===== src/rtl/stack_sequencer_if.sv =====
//==============================================================================
// stack_sequencer_if : instruction/memory handshake bundle for stack_sequencer
// Rev 1.0
//==============================================================================
`default_nettype none

interface stack_sequencer_if;
  logic [15:0] inst;
  logic        inst_valid;
  logic        mem_ack;
  logic        busy;
  logic        mem_req;
  logic        mem_we;
  logic [1:0]  addr_sel;
  logic [15:0] vec_addr;
  logic [1:0]  wdata_sel;
  logic        sp_dec;
  logic        sp_inc;
  logic        pc_ld_hi;
  logic        pc_ld_lo;
  logic        pc_ld_reg;
  logic        flags_ld;
  logic        done;

  modport master (
    output inst, inst_valid, mem_ack,
    input  busy, mem_req, mem_we, addr_sel, vec_addr, wdata_sel,
           sp_dec, sp_inc, pc_ld_hi, pc_ld_lo, pc_ld_reg, flags_ld, done
  );

  modport slave (
    input  inst, inst_valid, mem_ack,
    output busy, mem_req, mem_we, addr_sel, vec_addr, wdata_sel,
           sp_dec, sp_inc, pc_ld_hi, pc_ld_lo, pc_ld_reg, flags_ld, done
  );
endinterface

`default_nettype wire


===== src/rtl/stack_sequencer.sv =====
//==============================================================================
// stack_sequencer : CALL/INT/RET/RTI/RESET stack and vector micro-sequencer
// Rev 1.0
//==============================================================================
`default_nettype none

module stack_sequencer #(
  parameter logic [15:0] RESET_VEC    = 16'h0000,
  parameter logic [15:0] INT_VEC_BASE = 16'h0002
) (
  input  wire logic        clk,
  input  wire logic        rst_n,
  stack_sequencer_if.slave bus_if
);

  typedef enum logic [3:0] {
    S_IDLE    = 4'd0,
    S_PUSH_FL = 4'd1,
    S_PUSH_HI = 4'd2,
    S_PUSH_LO = 4'd3,
    S_POP_LO  = 4'd4,
    S_POP_HI  = 4'd5,
    S_POP_FL  = 4'd6,
    S_VEC_HI  = 4'd7,
    S_VEC_LO  = 4'd8,
    S_LD_REG  = 4'd9
  } state_t;

  localparam logic [4:0] c_OP_INT   = 5'b01000;
  localparam logic [4:0] c_OP_CALL  = 5'b01001;
  localparam logic [4:0] c_OP_RET   = 5'b11100;
  localparam logic [4:0] c_OP_RTI   = 5'b11101;
  localparam logic [4:0] c_OP_RESET = 5'b11110;

  state_t      state_q, state_d;
  logic [4:0]  op_q, op_d;
  logic [15:0] vec_q, vec_d;

  logic [4:0]  w_opcode;
  logic        w_handled;
  logic        w_accept;
  logic        w_ack;
  logic        w_unused;

  logic        w_busy, w_mem_req, w_mem_we;
  logic [1:0]  w_addr_sel, w_wdata_sel;
  logic        w_sp_dec, w_sp_inc, w_ld_hi, w_ld_lo, w_ld_reg, w_flags_ld, w_done;

  assign w_opcode  = bus_if.inst[15:11];
  assign w_handled = (w_opcode == c_OP_INT)  || (w_opcode == c_OP_CALL) ||
                     (w_opcode == c_OP_RET)  || (w_opcode == c_OP_RTI)  ||
                     (w_opcode == c_OP_RESET);
  assign w_accept  = rst_n && (state_q == S_IDLE) && bus_if.inst_valid && w_handled;
  assign w_unused  = &{1'b0, bus_if.inst[10:2]};

  // Memory states advance only on an acknowledged request; ack without a request is dropped.
  assign w_ack = w_mem_req && bus_if.mem_ack;

  always_ff @(posedge clk or negedge rst_n) begin
    if (!rst_n) begin
      state_q <= S_VEC_HI;
      op_q    <= c_OP_RESET;
      vec_q   <= RESET_VEC;
    end else begin
      state_q <= state_d;
      op_q    <= op_d;
      vec_q   <= vec_d;
    end
  end

  always_comb begin
    state_d     = state_q;
    op_d        = op_q;
    vec_d       = vec_q;
    w_busy      = 1'b0;
    w_mem_req   = 1'b0;
    w_mem_we    = 1'b0;
    w_addr_sel  = 2'd0;
    w_wdata_sel = 2'd0;
    w_sp_dec    = 1'b0;
    w_sp_inc    = 1'b0;
    w_ld_hi     = 1'b0;
    w_ld_lo     = 1'b0;
    w_ld_reg    = 1'b0;
    w_flags_ld  = 1'b0;
    w_done      = 1'b0;

    // Outputs stay quiet while reset is held, even though the state already sits in VEC_HI.
    if (rst_n) begin
      w_busy = (state_q != S_IDLE) || w_accept;
      case (state_q)
        S_IDLE: begin
          if (w_accept) begin
            op_d = w_opcode;
            case (w_opcode)
              c_OP_INT: begin
                state_d = S_PUSH_FL;
                vec_d   = INT_VEC_BASE + {13'd0, bus_if.inst[1:0], 1'b0};
              end
              c_OP_CALL:  state_d = S_PUSH_HI;
              c_OP_RESET: begin
                state_d = S_VEC_HI;
                vec_d   = RESET_VEC;
              end
              default:    state_d = S_POP_LO;
            endcase
          end
        end
        S_PUSH_FL, S_PUSH_HI, S_PUSH_LO: begin
          w_mem_req   = 1'b1;
          w_mem_we    = 1'b1;
          w_wdata_sel = (state_q == S_PUSH_FL) ? 2'd2 :
                        (state_q == S_PUSH_HI) ? 2'd0 : 2'd1;
          if (bus_if.mem_ack) begin
            w_sp_dec = 1'b1;
            case (state_q)
              S_PUSH_FL: state_d = S_PUSH_HI;
              S_PUSH_HI: state_d = S_PUSH_LO;
              default:   state_d = (op_q == c_OP_CALL) ? S_LD_REG : S_VEC_HI;
            endcase
          end
        end
        S_POP_LO, S_POP_HI, S_POP_FL: begin
          w_mem_req  = 1'b1;
          w_addr_sel = 2'd1;
          if (bus_if.mem_ack) begin
            w_sp_inc = 1'b1;
            case (state_q)
              S_POP_LO: begin
                w_ld_lo = 1'b1;
                state_d = S_POP_HI;
              end
              S_POP_HI: begin
                w_ld_hi = 1'b1;
                if (op_q == c_OP_RTI) begin
                  state_d = S_POP_FL;
                end else begin
                  w_done  = 1'b1;
                  state_d = S_IDLE;
                end
              end
              default: begin
                w_flags_ld = 1'b1;
                w_done     = 1'b1;
                state_d    = S_IDLE;
              end
            endcase
          end
        end
        S_VEC_HI: begin
          w_mem_req  = 1'b1;
          w_addr_sel = 2'd2;
          if (bus_if.mem_ack) begin
            w_ld_hi = 1'b1;
            vec_d   = vec_q + 16'd1;
            state_d = S_VEC_LO;
          end
        end
        S_VEC_LO: begin
          w_mem_req  = 1'b1;
          w_addr_sel = 2'd2;
          if (bus_if.mem_ack) begin
            w_ld_lo = 1'b1;
            w_done  = 1'b1;
            state_d = S_IDLE;
          end
        end
        S_LD_REG: begin
          w_ld_reg = 1'b1;
          w_done   = 1'b1;
          state_d  = S_IDLE;
        end
        default: state_d = S_IDLE;
      endcase
    end
  end

  assign bus_if.busy      = w_busy;
  assign bus_if.mem_req   = w_mem_req;
  assign bus_if.mem_we    = w_mem_we;
  assign bus_if.addr_sel  = w_addr_sel;
  assign bus_if.vec_addr  = vec_q;
  assign bus_if.wdata_sel = w_wdata_sel;
  assign bus_if.sp_dec    = w_sp_dec   && w_ack;
  assign bus_if.sp_inc    = w_sp_inc   && w_ack;
  assign bus_if.pc_ld_hi  = w_ld_hi    && w_ack;
  assign bus_if.pc_ld_lo  = w_ld_lo    && w_ack;
  assign bus_if.flags_ld  = w_flags_ld && w_ack;
  assign bus_if.pc_ld_reg = w_ld_reg;
  assign bus_if.done      = w_done;

endmodule

`default_nettype wire


===== src/flat_wrapper.sv =====
// flat-port wrapper written by rule: the top's interface ports become plain ports
module stack_sequencer_flat 
#(
  parameter logic [15:0] RESET_VEC    = 16'h0000,
  parameter logic [15:0] INT_VEC_BASE = 16'h0002
)
  (clk, rst_n, bus_if_inst, bus_if_inst_valid, bus_if_mem_ack, bus_if_busy, bus_if_mem_req, bus_if_mem_we, bus_if_addr_sel, bus_if_vec_addr, bus_if_wdata_sel, bus_if_sp_dec, bus_if_sp_inc, bus_if_pc_ld_hi, bus_if_pc_ld_lo, bus_if_pc_ld_reg, bus_if_flags_ld, bus_if_done);
  stack_sequencer_if bus_if_i ();
  input  wire logic clk;
  input  wire logic rst_n;
  input wire logic [$bits(bus_if_i.inst)-1:0] bus_if_inst;
  input wire logic [$bits(bus_if_i.inst_valid)-1:0] bus_if_inst_valid;
  input wire logic [$bits(bus_if_i.mem_ack)-1:0] bus_if_mem_ack;
  output wire logic [$bits(bus_if_i.busy)-1:0] bus_if_busy;
  output wire logic [$bits(bus_if_i.mem_req)-1:0] bus_if_mem_req;
  output wire logic [$bits(bus_if_i.mem_we)-1:0] bus_if_mem_we;
  output wire logic [$bits(bus_if_i.addr_sel)-1:0] bus_if_addr_sel;
  output wire logic [$bits(bus_if_i.vec_addr)-1:0] bus_if_vec_addr;
  output wire logic [$bits(bus_if_i.wdata_sel)-1:0] bus_if_wdata_sel;
  output wire logic [$bits(bus_if_i.sp_dec)-1:0] bus_if_sp_dec;
  output wire logic [$bits(bus_if_i.sp_inc)-1:0] bus_if_sp_inc;
  output wire logic [$bits(bus_if_i.pc_ld_hi)-1:0] bus_if_pc_ld_hi;
  output wire logic [$bits(bus_if_i.pc_ld_lo)-1:0] bus_if_pc_ld_lo;
  output wire logic [$bits(bus_if_i.pc_ld_reg)-1:0] bus_if_pc_ld_reg;
  output wire logic [$bits(bus_if_i.flags_ld)-1:0] bus_if_flags_ld;
  output wire logic [$bits(bus_if_i.done)-1:0] bus_if_done;
  assign bus_if_i.inst = bus_if_inst;
  assign bus_if_i.inst_valid = bus_if_inst_valid;
  assign bus_if_i.mem_ack = bus_if_mem_ack;
  assign bus_if_busy = bus_if_i.busy;
  assign bus_if_mem_req = bus_if_i.mem_req;
  assign bus_if_mem_we = bus_if_i.mem_we;
  assign bus_if_addr_sel = bus_if_i.addr_sel;
  assign bus_if_vec_addr = bus_if_i.vec_addr;
  assign bus_if_wdata_sel = bus_if_i.wdata_sel;
  assign bus_if_sp_dec = bus_if_i.sp_dec;
  assign bus_if_sp_inc = bus_if_i.sp_inc;
  assign bus_if_pc_ld_hi = bus_if_i.pc_ld_hi;
  assign bus_if_pc_ld_lo = bus_if_i.pc_ld_lo;
  assign bus_if_pc_ld_reg = bus_if_i.pc_ld_reg;
  assign bus_if_flags_ld = bus_if_i.flags_ld;
  assign bus_if_done = bus_if_i.done;
  stack_sequencer #(.RESET_VEC(RESET_VEC), .INT_VEC_BASE(INT_VEC_BASE)) u_core (.clk(clk), .rst_n(rst_n), .bus_if(bus_if_i));
endmodule

===== config.mk =====
export PLATFORM = sky130hd
export DESIGN_NAME = stack_sequencer_flat
export DESIGN_NICKNAME = d
export VERILOG_FILES = /design/src/rtl/stack_sequencer_if.sv /design/src/rtl/stack_sequencer.sv /design/src/flat_wrapper.sv
export SDC_FILE = /design/constraint.sdc
export NUM_CORES = 1
export LEC_CHECK = 0
export ABC_AREA = 1
export ABC_CLOCK_PERIOD_IN_PS = 3950
export CAP_MARGIN = 40
export CORE_MARGIN = 4
export CORE_UTILIZATION = 53
export DETAILED_ROUTE_END_ITERATION = 16
export MAX_ROUTING_LAYER = met4
export PLACE_DENSITY = 0.86
export SYNTH_ARGS = -nofsm -noshare
export SYNTH_HDL_FRONTEND = slang
export SYNTH_SLANG_ARGS = --single-unit

===== constraint.sdc =====
create_clock -name clk -period 3.95 [get_ports clk]
set_input_delay 0.5925 -clock clk [delete_from_list [all_inputs] [get_ports clk]]
set_output_delay 0.5925 -clock clk [all_outputs]
set_load 0.05 [all_outputs]

==> results of run 1 <==
[area by class of cell]
| cell class | count | share of cell area [%] |
|---|---|---|
| multi-input cells | 244 | 45.6 |
| flip-flops and latches | 25 | 25.1 |
| repair buffers | 41 | 19.8 |
| clock inverters | 1 | 0.198 |
| inverters | 35 | 5.30 |
| clock buffers | 3 | 1.64 |
| well taps | 46 | 2.28 |
[through the flow]
step,instance area [um2],total power (W),instances
final,2520,0.00129,395
after floorplan,1950,0.000901,308
after CTS,2520,0.00129,395
after detailed placement,2480,0.00113,391
after global placement,2480,0.00112,391
after global routing,2520,0.00138,395
[synthesized netlist by cell type, types with 3 or more instances]
cell type  instances  share of area, %
dfrtp_1           18                23
a21oi_1            4               1.0
nand2_1          118                23
nand4_1           11               3.5
o21ai_0            4               1.0
inv_2              3              0.58
nor3_1             4               1.0
nand3_1           27               6.9
nor2_1            48               9.2
dfstp_2            7               9.4
inv_1             31               6.0
xor2_1             3               1.3
nand2_2            3              0.96
[worst min path at each step]
stage | start | endpoint | slack (ps) | cells after the start
floorplan | rst_n | u_core.bus_if.vec_addr[0] | 300 | 0
global placement | u_core.state_q[0] | u_core.state_q[0] | 480 | 2
detailed placement | u_core.state_q[0] | u_core.state_q[0] | 480 | 2
CTS | u_core.state_q[0] | u_core.state_q[0] | 500 | 2
global route | u_core.state_q[0] | u_core.state_q[0] | 520 | 2
finish | u_core.state_q[0] | u_core.state_q[0] | 490 | 2
[critical path: cells and delay by family, from the launching register on]
| family | cells | cell delay [ps] |
|---|---|---|
| AND/OR/NAND/NOR | 4 | 430 |
| buffers and inverters | 3 | 940 |
| flip-flops | 1 | 590 |
[state kept, by name (all words and copies together) (netlist names)]
signal / flops
u_core.state_q: 4
u_core.bus_if.vec_addr: 16
u_core.op_q: 5
[report_power, final]
part	internal [W]	switching [W]	total, W
sequential	0.000327	0.0000616	0.000389
combinational	0.000246	0.000500	0.000746
clock	0.0000706	0.0000820	0.000153
[cells by family (layout without fill, tap and decap cells)]
kind of cell | count (synthesis) | in the layout | share of synthesized area, %
buf+inv | 39 | 80 | 8.34
simple gates | 221 | 221 | 50.4
compound gates | 16 | 16 | 5.20
fa+ha+maj | 2 | 2 | 1.28
flops | 25 | 25 | 32.5
xor+xnor | 5 | 5 | 2.25
[metal layers]
layer  wire, um  vias to the layer above
met4         35                        0
met3        232                        4
li1           -                     1059
met2       2270                       62
met5          0                        -
met1       2250                      946
==> flow_metrics.env, run 1 <==
export IMPL_first_pass_iters=4
export IMPL_insertedDiodeCount=0
export IMPL_cts_hold_buffers_added=0
export IMPL_track_usage_pct=23.6
export IMPL_setup_violations_final=0
export IMPL_cp_cell_sequence="nor2_1 -> inv_1 -> nand2_1 -> nand3_1 -> nand2_1 -> inv_1 -> clkdlybuf4s50_1"
export IMPL_drt_wl_total_mm=4.79
export IMPL_path_class="reg -> out"
export IMPL_clockBufferDepth=2
export IMPL_pre_cts_slack_ps=1220
export IMPL_grt_pass1_wl_mm=8.35
export IMPL_endpoint_kind="output pin"
export IMPL_tightest_slew_ps=594
export IMPL_grt_busiest_layer="met2"
export IMPL_gr_usage_met1_pct=31.7
export IMPL_drv_slew=0
export IMPL_grt_overflow=0
export IMPL_max_freq_ghz=0.355
export IMPL_multi_input_area_mm2=0.00115
export IMPL_timing_final_crit_share_pct=71.2
export IMPL_final_cell_mix="nand2_1, nor2_1, inv_1, nand3_1, clkdlybuf4s50_1"
export IMPL_hpwl_mm=3.71
export IMPL_ff_latch_area_um2=634
export IMPL_avgSynthCellArea_um2=6.33
export IMPL_p_leak_nw=1.23
export IMPL_fin_util_pct=73.4
export IMPL_ctsResizeCount=0
export IMPL_rr_startpoint="u_core.state_q[2]"
export IMPL_syn_inst=308
export IMPL_drive_above_1_share_pct=11.7
export IMPL_setup_slack_ps=1140
export IMPL_cp_max_fo=5
export IMPL_coreArea_mm2=0.00344
export IMPL_rsz0062_at_grt="no"
export IMPL_cts_setup_buffers=0
export IMPL_slowest_stage="clkdlybuf4s50_1"
export IMPL_power_density_mw_per_mm2=510
export IMPL_r2r_end="u_core.bus_if.vec_addr[5]"
export IMPL_timing_final_crit_period_ps=2810
export IMPL_vias=2071
export IMPL_synth_edf_count=0
export IMPL_cts_root_buffer="clkbuf_8"
export IMPL_die_x_um=68.6
export IMPL_die_area_mm2=0.00471
export IMPL_cts_buffers=3
export IMPL_initial_utilization_pct=56.6
export IMPL_wl_per_cell_um=12.1
export IMPL_drt_iter0_drc=162
export IMPL_required_ps=3360
export IMPL_h_tree_depth=1
export IMPL_critPathMaxStageDelay_ps=790
export IMPL_ir_drop_v=0.000489
export IMPL_maxSlewHeadroom_pct=60.4
export IMPL_ys_flop_type="dfrtp_1"
export IMPL_ys_types=32
export IMPL_finClkSkew_ps=1.21
export IMPL_clock_sinks=25
export IMPL_io_pins=50
export IMPL_area_delta_synth_final_pct=29.5
export IMPL_io_buffers=40
export IMPL_yosysWarnings=0
export IMPL_cp_arrival_ps=2220
export IMPL_worst_setup_path_start_kind="register"
export IMPL_final_net_count=372
export IMPL_final_common_cell="nand2_1"
export IMPL_async_flop_share_pct=100
export IMPL_drcViolationCount=0
export IMPL_syn_nets=330
export IMPL_r2r_slack_ps=2070
export IMPL_hold_slack_ps=493
export IMPL_fill_cells=284
export IMPL_ant_nets=0
export IMPL_use_met3_pct=3.08
export IMPL_place_gp_congestion=0.921
export IMPL_syn_cell_area_mm2=0.00195
export IMPL_status="finished, final reports clean"
export IMPL_endpoint="bus_if_mem_req"
export IMPL_worstRegToRegCells=6
export IMPL_grt_pass1_vias=1859
export IMPL_clock_latency_ps=270
export IMPL_min_path_type="reg -> reg"
export IMPL_synth_seq_cells=25
export IMPL_grtUsageMet2_pct=38.1
export IMPL_antenna_found_initial=0
export IMPL_row_count=21
export IMPL_chipHeight_um=68.6
export IMPL_finalHoldViolCount=0
export IMPL_seq_area_frac_synth_pct=32.5
export IMPL_cts_tree="done"
export IMPL_final_setup_tns_ps=0
export IMPL_clk_pin_slew_ps=90
export IMPL_grt_max_degree=32
export IMPL_cap_viol_max_count=0
export IMPL_via_per_inst=5.24
export IMPL_startpoint="u_core.state_q[1]"
(Power assumes the default switching activity.)
==> run 2: changes to the inputs <==
--- a/config.mk
+++ b/config.mk
@@ -6,13 +6,13 @@
 export NUM_CORES = 1
 export LEC_CHECK = 0
 export ABC_AREA = 1
-export ABC_CLOCK_PERIOD_IN_PS = 3950
+export ABC_CLOCK_PERIOD_IN_PS = 2300
 export CAP_MARGIN = 40
 export CORE_MARGIN = 4
-export CORE_UTILIZATION = 53
+export CORE_UTILIZATION = 44
 export DETAILED_ROUTE_END_ITERATION = 16
 export MAX_ROUTING_LAYER = met4
-export PLACE_DENSITY = 0.86
+export PLACE_DENSITY = 0.76
 export SYNTH_ARGS = -nofsm -noshare
 export SYNTH_HDL_FRONTEND = slang
 export SYNTH_SLANG_ARGS = --single-unit
==> constraint.sdc (replaced) <==
create_clock -name clk -period 2.3 [get_ports clk]
set_input_delay 0.345 -clock clk [delete_from_list [all_inputs] [get_ports clk]]
set_output_delay 0.345 -clock clk [all_outputs]
set_load 0.05 [all_outputs]
==> flow_metrics.env, run 2 (synthesis results as in run 1) <==
export IMPL_critPathBufInv=2
export IMPL_grt_pass1_vias=1941
export IMPL_timing_final_crit_period_ps=2220
export IMPL_io_buffers=40
export IMPL_track_usage_pct=19.9
export IMPL_r2r_end="u_core.bus_if.vec_addr[2]"
export IMPL_final_common_cell="nand2_1"
export IMPL_endpoint_kind="output pin"
export IMPL_die_area_mm2=0.00556
export IMPL_row_count=23
export IMPL_status="finished, final reports clean"
export IMPL_drt_wl_total_mm=4.93
export IMPL_drive_above_1_share_pct=14.8
export IMPL_ant_nets=0
export IMPL_cp_arrival_ps=1870
export IMPL_ir_drop_v=0.000645
export IMPL_h_tree_depth=1
export IMPL_final_cell_mix="nand2_1, nor2_1, inv_1, nand3_1, clkdlybuf4s50_1"
export IMPL_largest_reg_flops=16
export IMPL_fin_cells=402
export IMPL_grt_overflow=0
export IMPL_io_pins=50
export IMPL_clock_sinks=25
export IMPL_insertedDiodeCount=0
export IMPL_clk_pin_slew_ps=100
export IMPL_critPathMaxStageDelay_ps=550
export IMPL_cts_tree="done"
export IMPL_cts_root_buffer="clkbuf_8"
export IMPL_tightest_slew_ps=496
export IMPL_hpwl_mm=3.89
export IMPL_cp_max_fo=5
export IMPL_setup_violations_final=0
export IMPL_r2r_slack_ps=530
export IMPL_final_net_count=375
export IMPL_antenna_found_initial=0
export IMPL_cp_cell_sequence="clkdlybuf4s50_1 -> nand2_1 -> nor2_4 -> nand2_1 -> nor2_2 -> nor2_1 -> nor2_1 -> buf_12"
export IMPL_max_freq_ghz=0.451
export IMPL_drcViolationCount=0
export IMPL_timing_final_crit_share_pct=96.5
export IMPL_via_per_inst=5.18
export IMPL_power_density_mw_per_mm2=879
export IMPL_required_ps=1960
export IMPL_endpoint="bus_if_busy"
export IMPL_p_leak_nw=1.26
export IMPL_cts_buffers=3
export IMPL_finalHoldViolCount=0
export IMPL_drv_slew=0
export IMPL_rr_startpoint="u_core.state_q[2]"
export IMPL_area_delta_synth_final_pct=35.2
export IMPL_die_x_um=74.6
export IMPL_critPathTopFamily="simple AND/OR/NAND/NOR gates"
export IMPL_cap_viol_max_count=0
export IMPL_clockBufferDepth=2
export IMPL_cp_num_cells=8
export IMPL_place_inst=398
export IMPL_clock_latency_ps=280
export IMPL_grt_max_degree=21
export IMPL_drt_iter0_drc=196
export IMPL_finClkSkew_ps=7.11
export IMPL_vias=2084
export IMPL_initial_utilization_pct=47.0
export IMPL_min_path_type="in -> async"
export IMPL_place_gp_congestion=0.897
export IMPL_startpoint="rst_n"
export IMPL_coreArea_mm2=0.00414
export IMPL_fin_util_pct=63.6
export IMPL_maxSlewHeadroom_pct=66.8
export IMPL_grt_pass1_wl_mm=8.47
export IMPL_wl_per_cell_um=12.3
export IMPL_worst_setup_path_start_kind="input pin"
export IMPL_cts_hold_buffers_added=0
export IMPL_slowest_stage="clkdlybuf4s50_1"
export IMPL_worstRegToRegCells=8
export IMPL_first_pass_iters=4
export IMPL_chipHeight_um=74.6
export IMPL_path_class="in -> out"
export IMPL_power_total_w=0.00231
## run 2: cell type report
class,instances,area [um2]
Fill cell,394,1510
Sequential cell,25,634
Clock buffer,3,41.3
Clock inverter,1,7.51
Timing Repair Buffer,44,571
Tap cell,50,62.6
Inverter,35,134
Multi-Input combinational cell,244,1180
## run 2: how the worst min path moves through the flow
stage / to / cells after the start
5_1_grt: u_core.bus_if.vec_addr[1] / 2
2_1_floorplan: u_core.bus_if.vec_addr[0] / 0
4_1_cts: u_core.bus_if.vec_addr[1] / 2
3_5_place_dp: u_core.op_q[3] / 2
6_report: u_core.bus_if.vec_addr[1] / 2
3_3_place_gp: u_core.op_q[3] / 2
## run 2: power breakdown
| part | switching, W | total (W) | internal (W) |
|---|---|---|---|
| logic | 0.000881 | 0.00135 | 0.000474 |
| registers | 0.000118 | 0.000680 | 0.000562 |
| clock network | 0.000157 | 0.000281 | 0.000123 |
| total | 0.00116 | 0.00231 | 0.00116 |
## run 2: worst reg2reg max path: cells and delay by family, from the launching register on
family | cells | cell delay [ps]
and+or+nand+nor | 5 | 720
buffers and inverters | 2 | 240
DFF | 1 | 600
AOI/OAI and AO/OA | 1 | 170
## run 2: what timing repair did
action                     in CTS  in global routing
setup endpoints to repair       0                  3
resized for setup               0                  5
setup buffers                   0                  0
## run 2: stage by stage
step	area (um2)	hold WS [ps]	TNS [ps]	setup WS, ps
floorplan	1960	49.4	0	126
global placement	2570	475	0	136
detailed placement	2570	485	0	86.3
CTS	2620	501	0	53.0
global route	2640	519	-1.37	-1.37
finish	2640	499	0	80.4
## run 2: metal layers
layer / vias to the layer above / GRT usage (%) / routed length (um)
met5: - / - / 0
met4: 0 / 5.93 / 63
met3: 5 / 1.62 / 273
met2: 61 / 32.9 / 2340
met1: 952 / 26.0 / 2250
li1: 1066 / - / -
